## src/rtl/sc_ctrl_pkg.sv

```systemverilog
// Shared definitions for the switched-capacitor phase generator: state
// encoding, default widths and the zero-to-one clamp used on config values.
package sc_ctrl_pkg;

  localparam int CNT_W_DEF = 8;
  localparam int CYC_W_DEF = 16;

  typedef enum logic [2:0] {
    IDLE  = 3'd0,
    PH1   = 3'd1,
    GAP12 = 3'd2,
    PH2   = 3'd3,
    GAP21 = 3'd4
  } phase_state_t;

  // A programmed length of zero would stall the counter, so it means one cycle.
  function automatic logic [31:0] clamp_to_one(input logic [31:0] v);
    return (v == 32'd0) ? 32'd1 : v;
  endfunction

endpackage

```

## src/rtl/sc_down_counter.sv

```systemverilog
// Loadable down-counter shared by all timed states. It holds "cycles left
// minus one", so the zero flag marks the last cycle of the current state.
// next_zero lets the owner register outputs that must line up with that
// last cycle.
module sc_down_counter #(
  parameter int CNT_W = 8
) (
  input  logic             clk,
  input  logic             rst_n,
  input  logic             load,
  input  logic [CNT_W-1:0] load_val,
  output logic             zero,
  output logic             next_zero
);

  logic [CNT_W-1:0] count;
  logic [CNT_W-1:0] count_next;

  // Load wins; otherwise count down and stick at zero.
  always_comb begin
    count_next = count;
    if (load) begin
      count_next = load_val;
    end else if (count != '0) begin
      count_next = count - 1'b1;
    end
  end

  assign zero      = (count == '0);
  assign next_zero = (count_next == '0);

  // Counter register, cleared by reset.
  always_ff @(posedge clk or negedge rst_n) begin
    if (!rst_n) begin
      count <= '0;
    end else begin
      count <= count_next;
    end
  end

endmodule

```

## src/rtl/sc_phase_gen.sv

```systemverilog
// Non-overlapping two-phase clock generator for the switched-capacitor
// filter. phi1 (sample) and phi2 (transfer) are separated by programmable
// dead time; both are registered copies of the next-state decode so they
// are glitch-free and can never be high together.
module sc_phase_gen
  import sc_ctrl_pkg::*;
#(
  parameter int CNT_W = CNT_W_DEF,
  parameter int CYC_W = CYC_W_DEF
) (
  input  logic             clk,
  input  logic             rst_n,
  input  logic             en,
  input  logic [CNT_W-1:0] phase_len,
  input  logic [CNT_W-1:0] dead_len,
  output logic             phi1,
  output logic             phi2,
  output logic             busy,
  output logic             cycle_done,
  output logic [CYC_W-1:0] cycle_cnt
);

  phase_state_t     state;
  phase_state_t     next_state;
  logic [CNT_W-1:0] phase_sh;
  logic [CNT_W-1:0] dead_sh;
  logic [CNT_W-1:0] phase_new;
  logic [CNT_W-1:0] dead_new;
  logic             stop_q;
  logic             stopping;
  logic             cnt_load;
  logic [CNT_W-1:0] cnt_load_val;
  logic             cnt_zero;
  logic             cnt_next_zero;
  logic             enter_ph1;
  logic             done_next;

  // Clamped versions of the live config, captured at period boundaries.
  assign phase_new = CNT_W'(clamp_to_one(32'(phase_len)));
  assign dead_new  = CNT_W'(clamp_to_one(32'(dead_len)));

  // Once en has been seen low the run is winding down; a late re-assert
  // must not revive it until the FSM has passed through IDLE.
  assign stopping  = stop_q | ~en;
  assign enter_ph1 = (next_state == PH1) && (state != PH1);

  sc_down_counter #(.CNT_W(CNT_W)) u_cnt (
    .clk       (clk),
    .rst_n     (rst_n),
    .load      (cnt_load),
    .load_val  (cnt_load_val),
    .zero      (cnt_zero),
    .next_zero (cnt_next_zero)
  );

  // Next-state decode; phases end early on en low, gaps always run out.
  always_comb begin
    next_state = state;
    unique case (state)
      IDLE:    if (en) next_state = PH1;
      PH1:     if (cnt_zero || !en) next_state = GAP12;
      GAP12:   if (cnt_zero) next_state = stopping ? IDLE : PH2;
      PH2:     if (cnt_zero || !en) next_state = GAP21;
      GAP21:   if (cnt_zero) next_state = stopping ? IDLE : PH1;
      default: next_state = IDLE;
    endcase
  end

  // Reload the shared counter on every state change with the new state's
  // length minus one; PH1 uses the freshly latched phase length.
  always_comb begin
    cnt_load     = (next_state != state) && (next_state != IDLE);
    cnt_load_val = dead_sh - 1'b1;
    if (enter_ph1) begin
      cnt_load_val = phase_new - 1'b1;
    end else if (next_state == PH2) begin
      cnt_load_val = phase_sh - 1'b1;
    end
  end

  // The period completes in the last GAP21 cycle, whether or not it restarts.
  assign done_next = (next_state == GAP21) && cnt_next_zero;

  // State, shadow config, wind-down flag and registered outputs.
  always_ff @(posedge clk or negedge rst_n) begin
    if (!rst_n) begin
      state      <= IDLE;
      phase_sh   <= '0;
      dead_sh    <= '0;
      stop_q     <= 1'b0;
      phi1       <= 1'b0;
      phi2       <= 1'b0;
      busy       <= 1'b0;
      cycle_done <= 1'b0;
      cycle_cnt  <= '0;
    end else begin
      state <= next_state;
      if (enter_ph1) begin
        phase_sh <= phase_new;
        dead_sh  <= dead_new;
      end
      if (next_state == IDLE) begin
        stop_q <= 1'b0;
      end else if (!en) begin
        stop_q <= 1'b1;
      end
      phi1       <= (next_state == PH1);
      phi2       <= (next_state == PH2);
      busy       <= (next_state != IDLE);
      cycle_done <= done_next;
      if (done_next) begin
        cycle_cnt <= cycle_cnt + 1'b1;
      end
    end
  end

endmodule

```

## config.mk

```make
export PLATFORM = sky130hd
export DESIGN_NAME = sc_phase_gen
export DESIGN_NICKNAME = d
export VERILOG_FILES = /design/src/rtl/sc_ctrl_pkg.sv /design/src/rtl/sc_down_counter.sv /design/src/rtl/sc_phase_gen.sv
export SDC_FILE = /design/constraint.sdc
export NUM_CORES = 1
export LEC_CHECK = 0
export BUFFER_PORTS_ARGS = -buffer_cell sky130_fd_sc_hd__buf_2
export CAP_MARGIN = 40
export CORE_MARGIN = 2
export CORE_UTILIZATION = 50
export DETAILED_ROUTE_END_ITERATION = 10
export PLACE_DENSITY = 0.69
export SLEW_MARGIN = 20
export SYNTH_ARGS = -nofsm -noshare
export SYNTH_HDL_FRONTEND = slang
export SYNTH_SLANG_ARGS = --single-unit
export TNS_END_PERCENT = 50
```

## constraint.sdc

```tcl
create_clock -name clk -period 4 [get_ports clk]
set_input_delay 0.6 -clock clk [delete_from_list [all_inputs] [get_ports clk]]
set_output_delay 0.6 -clock clk [all_outputs]
set_load 0.02 [all_outputs]
```

==> run summary <==
The floorplan has 27 rows. The worst relative slew slack was 0.554. The run finished with clean final reports. Number of buffers inserted by port buffering: 38. Static timing analysis puts the maximum clock frequency at 0.264 GHz. The number of H-tree levels was 2. The tools report the initial antenna violation count as 0. The design draws 0.00242 W. The hold violation count in the final report was 0. After synthesis, the cell types taking the most area are sky130_fd_sc_hd__dfrtp_1 42%, sky130_fd_sc_hd__mux2_2 5.9%, sky130_fd_sc_hd__xor2_1 5.8%.

The fraction of final layout cells sized beyond drive strength 1 works out to 0.270. Kind of end point of the critical path: a flip-flop. The pre-CTS worst setup slack was 0.151 ns; the accumulated negative setup slack was 0 ns.

The detailed router finished its first iteration with 113 violations. The largest fanout on the critical path works out to 10. After detailed routing, the average wire length per cell comes to 15.6 um.

In this run the worst hold path is classified as in -> async. The longest clock path from root to sink contains 2 buffers. Counting the fill cells in the layout gives 496.

The number of vias in the routed layout is 2306, and the count of flip-flops with a built-in enable after synthesis is 0. The net count of the finished layout is 347. Dividing the detail-routed via count by the number of cells gives 5.79. Pin count of the biggest net entering global routing: 28. The routed design could run at a clock period as short as 3.78 ns. The portion of the clock cycle consumed by the worst path in the final layout is 0.945, and the final estimated routing congestion in global placement is 0.888. The logs give 0.00445 ns for the worst-case clock skew and 284 for the gate count of the mapped netlist.

The tools report the sequential cell fraction of total power as 0.346. Count of maximum capacitance violations: 0. The reported leakage power was 1.57 nW. The total area of multi-input combinational cells was 1610 um^2.

Clock root buffer: sky130_fd_sc_hd__clkbuf_8. The final core utilization was 0.598. The switching share of total power is 0.441, and the wire length of the first global-routing pass is 10.4 mm.

Global-route total usage across every layer: 0.207. Dividing total power by cell area gives a power density of 730 nW/um^2. Global routing finished with a remaining overflow of 0.

CTS saw 48 sinks. Clock tree synthesis inserted a total of 5 buffers. The library cell used most frequently in the layout, excluding fill and tap cells, is sky130_fd_sc_hd__dfrtp_1. The run gives 0 as the number of diodes added for antenna fixing. Registers take 1200 um^2.

Data on the critical path arrives at its endpoint at 3.97 ns. In this run the standard cell core region covers 5540 um^2. Once detail routing completed, the nets flagged for antenna violations numbered 0. Yosys printed 0 warnings.

The async set-or-reset flop fraction in the synthesized netlist is 1.00. The tools report the total of hold buffers inserted after clock tree synthesis as 0. The combinational power share is 0.533, and the share of the synthesized area in the top cell type is 0.416. The run gives 0.521 as the starting density of the core. Post-CTS repair changed the size of 0 cells. The run gives 2184 as the via count of the first global-routing pass.

Data on the critical path is required at its endpoint by 4.19 ns. The synthesized netlist occupies a cell area of 2890 um^2. The DRC violation count after routing came out at 0.

TritonCTS built the clock tree. The slew of the pin with the lowest slew margin is 0.668 ns, and the worst-case setup margin in the final layout is 0.219 ns. The clock insertion delay at the later pin of the skew report is 0.30 ns. The share of the yosys chip area belonging to registers was 0.416.

Setup violations remaining at the end of the flow were counted as 0. The critical path startpoint category was a flip-flop. The first detailed-routing pass ran for 4 iterations. In this run the power spent charging and discharging nets is 0.00107 W. The chip width was 80.0 um; the count of unique library cells instantiated by Yosys was 62. The final layout contains routed wiring with a total length of 6.19 mm. The run gives 0.00135 W as the cell-internal power. The library cells used most frequently in the layout, excluding fill and tap cells, are 48 x sky130_fd_sc_hd__dfrtp_1, 38 x sky130_fd_sc_hd__buf_2, 19 x sky130_fd_sc_hd__xor2_1. The total I/O pin count came out at 39. The portion of total power attributed to the clock network came out at 0.122. Each instance of the synthesized netlist takes up on average 10.2 um^2.

The dominant cell type by area after synthesis was sky130_fd_sc_hd__dfrtp_1. The tools report the sum of net half-perimeters after detailed placement as 4.60 mm. Clock-pin slew was measured on the worst setup and hold paths at 0.08 ns. Category of the critical setup timing path: reg -> reg. The die covers 6400 um^2. For this run, the leading register cell type out of synthesis is sky130_fd_sc_hd__dfrtp_1. After clock tree synthesis, the setup repair step added 0 buffers.

The run gives 0 as the max-slew violation count. The floorplan step set the die height to 80.0 um. The number of nets in the synthesized netlist is 306.

The worst-case IR drop observed on VDD is 0.000338 V. Compared with the post-synthesis result, the final layout area differs by 14.8%. The synthesis-stage register bit count works out to 48.
==> Yosys cell counts (3+ instances only) <==
cell / instances
sky130_fd_sc_hd__nor4b_1: 5
sky130_fd_sc_hd__clkbuf_1: 7
sky130_fd_sc_hd__inv_1: 11
sky130_fd_sc_hd__o21ai_0: 6
sky130_fd_sc_hd__nand2_1: 13
sky130_fd_sc_hd__nor3_1: 18
sky130_fd_sc_hd__nor3b_1: 3
sky130_fd_sc_hd__nor2b_1: 5
sky130_fd_sc_hd__ha_1: 3
sky130_fd_sc_hd__nand3b_1: 3
sky130_fd_sc_hd__xor2_1: 19
sky130_fd_sc_hd__nand4_1: 12
sky130_fd_sc_hd__nand3_1: 7
sky130_fd_sc_hd__a21oi_1: 11
sky130_fd_sc_hd__and3_1: 8
sky130_fd_sc_hd__mux2_2: 15
sky130_fd_sc_hd__nor2_1: 18
sky130_fd_sc_hd__and4_1: 3
sky130_fd_sc_hd__xnor2_1: 5
sky130_fd_sc_hd__a22oi_1: 3
sky130_fd_sc_hd__dfrtp_1: 48
sky130_fd_sc_hd__nor4_1: 3
sky130_fd_sc_hd__mux2i_1: 5
==> worst max-delay path: stages (launching register included) <==
cell and delay [ns]:
sky130_fd_sc_hd__dfrtp_1 0.43, sky130_fd_sc_hd__inv_1 0.14, sky130_fd_sc_hd__ha_2 0.29, sky130_fd_sc_hd__or4b_4 0.53, sky130_fd_sc_hd__nor2_8 0.14, sky130_fd_sc_hd__mux2i_2 0.13
sky130_fd_sc_hd__o221ai_1 0.30, sky130_fd_sc_hd__ha_1 0.27, sky130_fd_sc_hd__nand3_2 0.10, sky130_fd_sc_hd__or4_4 0.56, sky130_fd_sc_hd__a31oi_4 0.20, sky130_fd_sc_hd__buf_4 0.19
sky130_fd_sc_hd__nor3_2 0.07, sky130_fd_sc_hd__mux2_4 0.32
==> cell type report <==
cell class                 count  share of cell area
multi-input combinational    212               0.487
sequential                    48               0.362
timing repair buffer          47              0.0838
clock buffer                   8              0.0272
tap                           72              0.0272
inverter                      11              0.0125
==> flip-flops by register name (all words and copies together), names as in the netlist, 3 cells and up <==
| signal | flops |
|---|---|
| cycle_cnt | 16 |
| dead_sh | 8 |
| phase_sh | 8 |
| state | 3 |
| u_cnt.count | 8 |
==> stage by stage <==
stage	hold WS, ns	instances	area, um^2
3_3_place_gp	0.451	389	3160
5_1_grt	0.374	398	3310
2_1_floorplan	0.304	284	2890
6_report	0.327	398	3310
4_1_cts	0.342	398	3280
3_5_place_dp	0.452	390	3190
==> per-layer routing <==
metal,part of all wire,global-route usage,vias to the layer above
met5,0,0,-
met4,0.011,0.0593,0
met3,0.042,0.0351,9
met2,0.46,0.317,51
met1,0.48,0.302,1118
li1,-,-,1128
==> logic make-up after synthesis <==
family,synth area share
simple gates,0.247
buf+inv,0.0373
fa+ha+maj,0.0130
xor+xnor,0.0728
flops,0.416
compound gates,0.128
mux,0.0858
==> power groups by stage <==
| stage | sequential (W) | clock [W] | combinational (W) |
|---|---|---|---|
| after CTS | 0.000827 | 0.000303 | 0.00124 |
| final | 0.000837 | 0.000295 | 0.00129 |
| after detailed placement | 0.000837 | 0 | 0.00123 |
| after global routing | 0.000868 | 0.000326 | 0.00142 |
| after floorplan | 0.000773 | 0 | 0.000990 |
| after global placement | 0.000839 | 0 | 0.00121 |
==> final timing paths <==
| check | start | end | slack (ns) | cells past startpoint |
|---|---|---|---|---|
| worst min register to register | cycle_cnt[15] | cycle_cnt[15] | 0.47 | 1 |
| worst max register to register | u_cnt.count[0] | cycle_cnt[1] | 0.22 | 13 |
| worst max-delay path | u_cnt.count[0] | cycle_cnt[1] | 0.22 | 13 |
| worst min-delay path | rst_n | phi1 | 0.33 | 1 |
| min in group clk | cycle_cnt[15] | cycle_cnt[15] | 0.47 | 1 |
| max in group asynchronous | rst_n | phase_sh[7] | 3.13 | 2 |
Note: power is estimated with default switching activity, not from simulation.
